File: src/rtl/line_follow_ctrl.sv
// Line-following robot controller: inductive tape sensors, cone/junction markers,
// two-process FSM driving an H-bridge direction code and PWM enables.
module line_follow_ctrl #(
  parameter int NSENS     = 3,
  parameter int PWM_W     = 8,
  parameter int DUTY_FWD  = 200,
  parameter int DUTY_TURN = 140,
  parameter int MIN_SPIN  = 1000,
  parameter int LOST_TO   = 5000
) (
  input  logic             clk,
  input  logic             rst_n,
  input  logic             run,
  input  logic [NSENS-1:0] induct,
  input  logic             proxim,
  input  logic             red,
  output logic [3:0]       motor_in,
  output logic [1:0]       motor_en,
  output logic [2:0]       state,
  output logic             fault,
  output logic [7:0]       jct_cnt
);

  localparam int C       = (NSENS - 1) / 2;
  localparam int TMR_MAX = (MIN_SPIN > LOST_TO) ? MIN_SPIN : LOST_TO;
  localparam int TMR_W   = $clog2(TMR_MAX + 1);

  localparam logic [3:0] M_FWD   = 4'b1001;
  localparam logic [3:0] M_LEFT  = 4'b0101;
  localparam logic [3:0] M_RIGHT = 4'b1010;
  localparam logic [3:0] M_HALT  = 4'b0000;

  typedef enum logic [2:0] {
    IDLE   = 3'd0,
    FOLLOW = 3'd1,
    JUNC   = 3'd2,
    SPIN   = 3'd3,
    LOST   = 3'd4,
    FAULT  = 3'd5
  } state_e;

  state_e             state_q, state_d;
  logic [NSENS-1:0]   ind_s1_q, ind_s1_d, ind_s2_q, ind_s2_d, on_q, on_d;
  logic [2:0]         prx_sync_q, prx_sync_d, red_sync_q, red_sync_d;
  logic [1:0]         rdy_q, rdy_d;
  logic [TMR_W-1:0]   tmr_q, tmr_d;
  logic [PWM_W-1:0]   pwm_cnt_q, pwm_cnt_d;
  logic [3:0]         motor_in_q, motor_in_d, last_cmd_q, last_cmd_d;
  logic [1:0]         motor_en_q, motor_en_d;
  logic               fault_q, fault_d, dir_sel_q, dir_sel_d, cone_flag_q, cone_flag_d;
  logic [7:0]         jct_cnt_q, jct_cnt_d;

  logic               prx_rise, red_rise, red_fall;
  logic               pat_jct, pat_none, in_fj, tmr_done, lost_to;
  logic [3:0]         dec_cmd;
  logic [PWM_W:0]     duty;
  int                 n_above, n_below;

  assign prx_rise = prx_sync_q[1] & ~prx_sync_q[2];
  assign red_rise = red_sync_q[1] & ~red_sync_q[2];
  assign red_fall = ~red_sync_q[1] & red_sync_q[2];

  // Sensor pattern decode on the registered on-tape vector
  always_comb begin
    n_above  = 0;
    n_below  = 0;
    for (int i = 0; i < NSENS; i++) begin
      if (on_q[i]) begin
        if (i > C)      n_above = n_above + 1;
        else if (i < C) n_below = n_below + 1;
      end
    end
    pat_jct  = &on_q;
    pat_none = ~|on_q;
    if (n_above > n_below)      dec_cmd = M_LEFT;
    else if (n_above < n_below) dec_cmd = M_RIGHT;
    else                        dec_cmd = M_FWD;
  end

  always_comb begin
    ind_s1_d    = induct;
    ind_s2_d    = ind_s1_q;
    on_d        = ~ind_s2_q;
    prx_sync_d  = {prx_sync_q[1:0], proxim};
    red_sync_d  = {red_sync_q[1:0], red};
    rdy_d       = {rdy_q[0], 1'b1};
    pwm_cnt_d   = pwm_cnt_q + 1'b1;
    state_d     = state_q;
    jct_cnt_d   = jct_cnt_q;
    dir_sel_d   = dir_sel_q;
    cone_flag_d = cone_flag_q;
    last_cmd_d  = last_cmd_q;
    in_fj       = (state_q == FOLLOW) || (state_q == JUNC);
    tmr_done    = tmr_q >= TMR_W'(MIN_SPIN - 1);
    lost_to     = tmr_q >= TMR_W'(LOST_TO - 1);

    // No transitions until the released reset has been seen on two edges
    if (rdy_q[1]) begin
      if (!run) begin
        state_d = IDLE;
      end else begin
        if (red_rise) begin
          jct_cnt_d = jct_cnt_q + 8'd1;
          dir_sel_d = ~dir_sel_q;
        end
        if (red_fall) cone_flag_d = 1'b0;
        if ((state_q == LOST) && lost_to) begin
          state_d = FAULT;
        end else if (prx_rise && in_fj) begin
          state_d     = SPIN;
          cone_flag_d = ~cone_flag_q;
        end else if (red_rise && cone_flag_q && in_fj) begin
          state_d = SPIN;
        end else begin
          case (state_q)
            IDLE:    state_d = FOLLOW;
            FOLLOW:  if (pat_jct) state_d = JUNC; else if (pat_none) state_d = LOST;
            JUNC:    if (tmr_done && on_q[C] && !pat_jct) state_d = FOLLOW;
            SPIN:    if (tmr_done && on_q[C]) state_d = FOLLOW;
            LOST:    if (!pat_none) state_d = FOLLOW;
            default: state_d = state_q;
          endcase
        end
      end
    end

    // Turn/lost timer restarts on every state entry and saturates
    tmr_d = tmr_q;
    if (state_d != state_q) tmr_d = '0;
    else if (((state_q == JUNC) || (state_q == SPIN) || (state_q == LOST)) &&
             (tmr_q != TMR_W'(TMR_MAX)))
      tmr_d = tmr_q + 1'b1;

    case (state_d)
      FOLLOW: begin
        if (pat_jct || pat_none) begin
          motor_in_d = last_cmd_q;
        end else begin
          motor_in_d = dec_cmd;
          last_cmd_d = dec_cmd;
        end
      end
      JUNC:    motor_in_d = dir_sel_d ? M_LEFT : M_RIGHT;
      SPIN:    motor_in_d = M_RIGHT;
      LOST:    motor_in_d = last_cmd_q;
      default: motor_in_d = M_HALT;
    endcase

    case (motor_in_d)
      M_FWD:           duty = (PWM_W+1)'(DUTY_FWD);
      M_LEFT, M_RIGHT: duty = (PWM_W+1)'(DUTY_TURN);
      default:         duty = '0;
    endcase
    motor_en_d = ({1'b0, pwm_cnt_q} < duty) ? 2'b11 : 2'b00;
    fault_d    = (state_d == FAULT);
  end

  always_ff @(posedge clk or negedge rst_n) begin
    if (!rst_n) begin
      ind_s1_q    <= '0;
      ind_s2_q    <= '0;
      on_q        <= '0;
      prx_sync_q  <= '0;
      red_sync_q  <= '0;
      rdy_q       <= '0;
      pwm_cnt_q   <= '0;
      tmr_q       <= '0;
      state_q     <= IDLE;
      motor_in_q  <= M_HALT;
      motor_en_q  <= 2'b00;
      fault_q     <= 1'b0;
      jct_cnt_q   <= 8'd0;
      dir_sel_q   <= 1'b0;
      cone_flag_q <= 1'b0;
      last_cmd_q  <= M_FWD;
    end else begin
      ind_s1_q    <= ind_s1_d;
      ind_s2_q    <= ind_s2_d;
      on_q        <= on_d;
      prx_sync_q  <= prx_sync_d;
      red_sync_q  <= red_sync_d;
      rdy_q       <= rdy_d;
      pwm_cnt_q   <= pwm_cnt_d;
      tmr_q       <= tmr_d;
      state_q     <= state_d;
      motor_in_q  <= motor_in_d;
      motor_en_q  <= motor_en_d;
      fault_q     <= fault_d;
      jct_cnt_q   <= jct_cnt_d;
      dir_sel_q   <= dir_sel_d;
      cone_flag_q <= cone_flag_d;
      last_cmd_q  <= last_cmd_d;
    end
  end

  assign motor_in = motor_in_q;
  assign motor_en = motor_en_q;
  assign state    = state_q;
  assign fault    = fault_q;
  assign jct_cnt  = jct_cnt_q;

endmodule

File: config.mk
export PLATFORM = sky130hd
export DESIGN_NAME = line_follow_ctrl
export DESIGN_NICKNAME = d
export VERILOG_FILES = /design/src/rtl/line_follow_ctrl.sv
export SDC_FILE = /design/constraint.sdc
export NUM_CORES = 1
export LEC_CHECK = 0
export CAP_MARGIN = 25
export CORE_ASPECT_RATIO = 0.7
export CORE_MARGIN = 2
export CORE_UTILIZATION = 50
export DETAILED_ROUTE_END_ITERATION = 8
export HOLD_SLACK_MARGIN = 0.06
export PLACE_DENSITY = 0.71
export SETUP_SLACK_MARGIN = 0.02
export SYNTH_ARGS = -nofsm -noshare
export SYNTH_HDL_FRONTEND = slang
export SYNTH_SLANG_ARGS = --single-unit
export TNS_END_PERCENT = 10
File: constraint.sdc
create_clock -name clk -period 11.5 [get_ports clk]
set_input_delay 1.15 -clock clk [delete_from_list [all_inputs] [get_ports clk]]
set_output_delay 1.15 -clock clk [all_outputs]
set_load 0.01 [all_outputs]
[Word level (Yosys, flattened, before mapping)]
Index checks and enable logic that the tools add are counted.
Word-level totals
  bits in registers: 62
  latch bits: 0
  memory bits (writable): 0
  memory bits (read-only): 0
  input port bits: 8
  output and inout port bits: 18
  logic and storage cells: 95
  memories: 0
Cells by class
  add/subtract/negate cells: 3
  $mul: 0
  divide/modulo/power cells: 0
  order comparisons: 5
  equal/unequal tests: 14
  shift-type cells: 0
  multiplexer cells: 28
  bitwise gates (word level): 9
  reductions and logical operators: 20
Operators with widths (count)
  $gt 32x32->1: 1
  $lt 32x32->1: 1
  $mux 3: 10
  $mux 13: 2
  $add 8x1->8 const B: 2
  $pmux 4 s4: 1
  $pmux 8 s2: 1
  $pmux 3 s5: 1
  $add 13x1->13 const B: 1
  $ge 13x10->1 const B: 1
  $ge 13x13->1 const B: 1
  $ne 13x13->1 const B: 1
  $eq 3x2->1 const B: 4
  $mux 4: 3
  $eq 3x3->1 const B: 3
  $lt 8x9->1: 1
  $eq 4x4->1 const B: 2
  $mux 1: 8
  $logic_and 1x1->1: 7
  $eq 3x1->1 const B: 2
  $reduce_and 3->1: 2
  $not 1->1: 5
  $eq 4x3->1 const B: 1
  $logic_or 1x1->1: 4
  other kinds (10): 14

[Logic depth before layout (Yosys ltp)]
  word-level depth: 17
  mapped depth: 17
  gate-level depth less buffers: 17

[Worst setup path after synthesis]
Ideal clock, no wire load.
  path type: input-to-reg
  from: input run
  to: register motor_en_q[0] (netlist: motor_en[0])
  setup time: 0.080 ns
  arrival: 4.032 ns
  data required time: 11.420 ns
  path slack: 7.388 ns
  stages: 14
  cells stage by stage: nand2_1 > o32ai_1 > a21oi_4 > inv_2 > o2111ai_4 > o221a_1 > or4_4 > a21oi_1 > a21oi_1 > ha_1 > or4_1 > o21ai_0 > a21oi_1 > o22ai_2
Between the ends
  longest elaborated chain between the ends: 9
  elaborated cells on any way between the ends: 17
  those cells by class: 1 x order compare; 7 x eq/ne; 8 x mux; 1 x reduce/logical
RTL lines
  start, declared: RTL line 13  | input logic run,
  $mux 3 *: RTL line 99  | if (!run) begin
  $mux 3 *: RTL line 98  | if (rdy_q[1]) begin
  named net state_d[2]: RTL line 42  | state_e state_q, state_d;
  $eq 3x3->1, or another cell as far along: RTL line 134  | case (state_d)
  $pmux 4 s4 *: RTL line 134
  $eq 4x3->1 / $eq 4x4->1 (equally long branches): RTL line 149  | case (motor_in_d)
  $reduce_or 2->1: RTL line 149
  $pmux 8 s2 *: RTL line 149
  $lt 8x9->1 *: RTL line 154  | motor_en_d = ({1'b0, pwm_cnt_q} < duty) ? 2'b11 : 2'b00;
  $mux 2 *: RTL line 154
  named net motor_en_d[0]: RTL line 49  | logic [1:0] motor_en_q, motor_en_d;
  end signal, assigned: RTL line 187  | motor_en_q <= motor_en_d;
  end, declared: RTL line 49
Mark *: on every way through the listed nets, which the timed path passes. The rest lies on a longest branch.
A chain may end at the register's enable or synchronous reset.

[Final worst setup path]
Same ends and word-level chain as after synthesis.

==> flow_metrics.py <==
metrics = {
    "timing": {
        "slew_headroom_pct": 51.4,
        "maxSlewViolCount": 0,
        "rsz0062_at_grt": "false",
        "tightest_slew_ns": 0.729,
        "min_period_ns": 4.72,
        "worst_hold_slack_ns": 0.336,
        "max_freq_ghz": 0.212,
        "skew_ns": 0.0108,
        "hold_viol_final": 0,
        "setup_viol": 0,
        "finalSetupTns_ns": 0,
        "setup_slack_ns": 6.78,
        "period_share_pct": 41.1,
    },
    "global_route": {
        "grt_overflow": 0,
        "antenna_found_initial": 0,
        "grt_pass1_vias": 2010,
        "grt.total_usage_pct": 18.9,
        "grt_max_degree": 62,
        "grt_pass1_wl_um": 9630,
    },
    "setup_path": {
        "end_kind": "flop",
        "startpoint_type": "input pin",
        "crit_required_ns": 11.76,
        "path_common_cell": "a21oi_1",
        "crit_fanout": 6,
        "critical_path_arrival_ns": 4.98,
        "critPathMaxStageDelay_ns": 0.60,
        "cp_cell_sequence": "clkdlybuf4s50_1, nand2_1, o32ai_1, a21oi_4, inv_2, o2111ai_4, o221a_1, or4_4, a21oi_1, a21oi_1, ha_1, or4_1, o21ai_0, a21oi_1, o22ai_2",
        "crit_type": "in -> reg",
        "cp_slowest_cell": "o32ai_1",
    },
    "flow_run": {
        "drv_cap": 0,
    },
    "clock_network": {
        "clk_pin_slew_ns": 0.07,
        "cts_hold_buffers": 0,
        "htreeDepth": 3,
        "clockBufferDepth": 2,
        "cts_tree": "done",
        "cts.sinks": 61,
        "cts-root-buf": "clkbuf_8",
        "numCtsBuffers": 9,
        "post_cts_resized": 0,
        "worst_skew_pair.late_latency_ns": 0.34,
        "cts_setup_buffers": 0,
    },
    "placed_design": {
        "port_buffers": 25,
        "place_area_um2": 3340,
        "gp_routability_congestion": 0.911,
        "dp_hpwl_um": 4040,
        "dpl_worst_slack_ns": 6.50,
    },
    "cells_and_area": {
        "final_common_cell": "dfrtp_1",
        "fin_nets": 332,
        "drive_gt1_share_pct": 11.8,
        "syn_to_final_growth_pct": 17.5,
        "diodes": 0,
        "design_area_um2": 3550,
        "fillers": 494,
        "most-common-layout-cells": "59 x dfrtp_1, 26 x nand2_1, 24 x clkdlybuf4s50_1",
    },
    "floorplanning": {
        "die_area_um2": 6680,
        "core_area_um2": 5780,
        "start_util_pct": 52.2,
        "die_h_um": 69.0,
        "pin_count": 26,
        "num_rows": 23,
        "die_w_um": 96.8,
    },
    "synth": {
        "synthFlopType": "dfrtp_1",
        "synth_edf_count": 0,
        "yosysSeqAreaShare_pct": 50.7,
        "yosysWarningCount": 0,
        "yosys.area.top_type_share_pct": 48.9,
        "yosys.area.top_type": "dfrtp_1",
        "ys_top_cells_by_area": "dfrtp_1 49%, xnor2_1 4.1%, xor2_1 3.8%, nand2_1 3.2%, ha_1 2.9%",
        "synth_fp_nets": 302,
        "synth_cells": 287,
        "syn_area_per_cell_um2": 10.5,
        "ys_seq_elements": 61,
        "netlist_area_um2": 3020,
        "async_reset_ff_share_pct": 100,
        "synthDistinctLibCells": 64,
    },
    "routing": {
        "drc": 0,
        "via_per_inst": 5.52,
        "totalWireLength_um": 5570,
        "vias": 2190,
        "drt_pass1_iterations": 4,
        "post_drt_wl_per_cell_um": 14.0,
        "drt_iter0_drc": 250,
        "ant_nets": 0,
    },
    "pwr": {
        "total_power_uw": 653,
        "ir_drop_v": 0.000134,
        "p_per_area_nw_per_um2": 184,
        "p_leak_nw": 1.56,
    },
    "status": {
        "status": "finished clean",
    },
    "hold_path": {
        "worstHoldPathType": "reg -> reg",
    },
}
worst max-delay path: cells and delay by family:
kind,cells,cell delay (ns)
AOI/OAI and AO/OA,9,1.78
buffers and inverters,2,0.65
and+or+nand+nor,3,1.15
adders and majority gates,1,0.24
stage by stage:
step,std cells,util [%]
finish,397,61.3
floorplan,287,-
global placement,380,57.5
detailed placement,381,57.7
CTS,397,61.3
global route,397,61.3
layout make-up:
class	count	area, um^2	area share (%)
sequential	61	1530	43.1
multi-input combinational	197	1370	38.7
timing repair buffer	27	260	7.34
clock buffer	11	151	4.27
tap	75	93.8	2.65
inverter	21	78.8	2.22
clock inverter	5	58.8	1.66
path summary, 6_finish.rpt:
kind | from | cells after the start | to | slack (ns)
worst max-delay path | run | 15 | motor_en[0]$_DFF_PN0_ | 6.78
worst min-delay path | red_sync_q[0]$_DFF_PN0_ | 0 | red_sync_q[1]$_DFF_PN0_ | 0.34
worst max register to register | state[1]$_DFF_PN0_ | 14 | motor_en[0]$_DFF_PN0_ | 7.37
worst min register to register | red_sync_q[0]$_DFF_PN0_ | 0 | red_sync_q[1]$_DFF_PN0_ | 0.34
max in group asynchronous | rst_n | 2 | rdy_q[0]$_DFF_PN0_ | 10.06
min in group asynchronous | rst_n | 2 | jct_cnt[7]$_DFFE_PN0P_ | 0.95
synthesized netlist by cell type, types with 2 or more instances:
| cell type | number |
|---|---|
| a211oi_1 | 2 |
| a21o_1 | 3 |
| a21oi_1 | 10 |
| a22oi_1 | 3 |
| a2bb2oi_1 | 2 |
| a31oi_1 | 2 |
| and2_1 | 3 |
| and3_1 | 4 |
| and4_1 | 3 |
| clkbuf_1 | 5 |
| dfrtp_1 | 59 |
| dfstp_2 | 2 |
| ha_1 | 7 |
| inv_1 | 20 |
| nand2_1 | 26 |
| nand2b_1 | 2 |
| nand3_1 | 8 |
| nand4_1 | 10 |
| nor2_1 | 19 |
| nor3_1 | 7 |
| o211ai_1 | 3 |
| o21ai_0 | 9 |
| o21ai_1 | 2 |
| o221ai_1 | 2 |
| o22ai_1 | 3 |
| o31a_1 | 2 |
| o31ai_1 | 3 |
| or2_2 | 2 |
| or3_1 | 3 |
| or4_4 | 2 |
| xnor2_1 | 14 |
| xor2_1 | 13 |
routing by layer:
layer  vias to the layer above  routed length, um  global-route usage [%]
met1                      1026               2990                    27.5
met2                        73               2100                    25.1
met4                         0                100                    9.86
met5                         -                  0                       0
li1                       1084                  -                       -
met3                         7                382                    6.15
cell families (layout without fill, tap and decap cells):
family          after synthesis  in the layout  share of synthesized area (%)
flops                        61             61                           50.7
fa+ha+maj                     7              7                           2.90
buf+inv                      29             64                           3.77
mux                           2              2                          0.705
other cells                   1              1                          0.124
simple gates                 98             98                           16.9
xor+xnor                     27             27                           7.84
compound gates               62             62                           17.1
state kept, by name, indices dropped and copies added, names as in the netlist:
signal       count
red_sync_q       3
last_cmd_q       4
fault            1
tmr_q           13
pwm_cnt_q        8
motor_in         4
dir_sel_q        1
prx_sync_q       3
cone_flag_q      1
ind_s1_q         3
state            3
jct_cnt          8
on_q             3
rdy_q            2
motor_en         1
ind_s2_q         3
report_power, final:
group          leakage (nW)  internal [mW]  switching, mW  total, mW
Sequential            0.771          0.249         0.0327      0.281
Clock                 0.102          0.112         0.0831      0.195
Combinational         0.689         0.0835         0.0931      0.177
Total                  1.56          0.444          0.209      0.653
(Power assumes the default switching activity.)
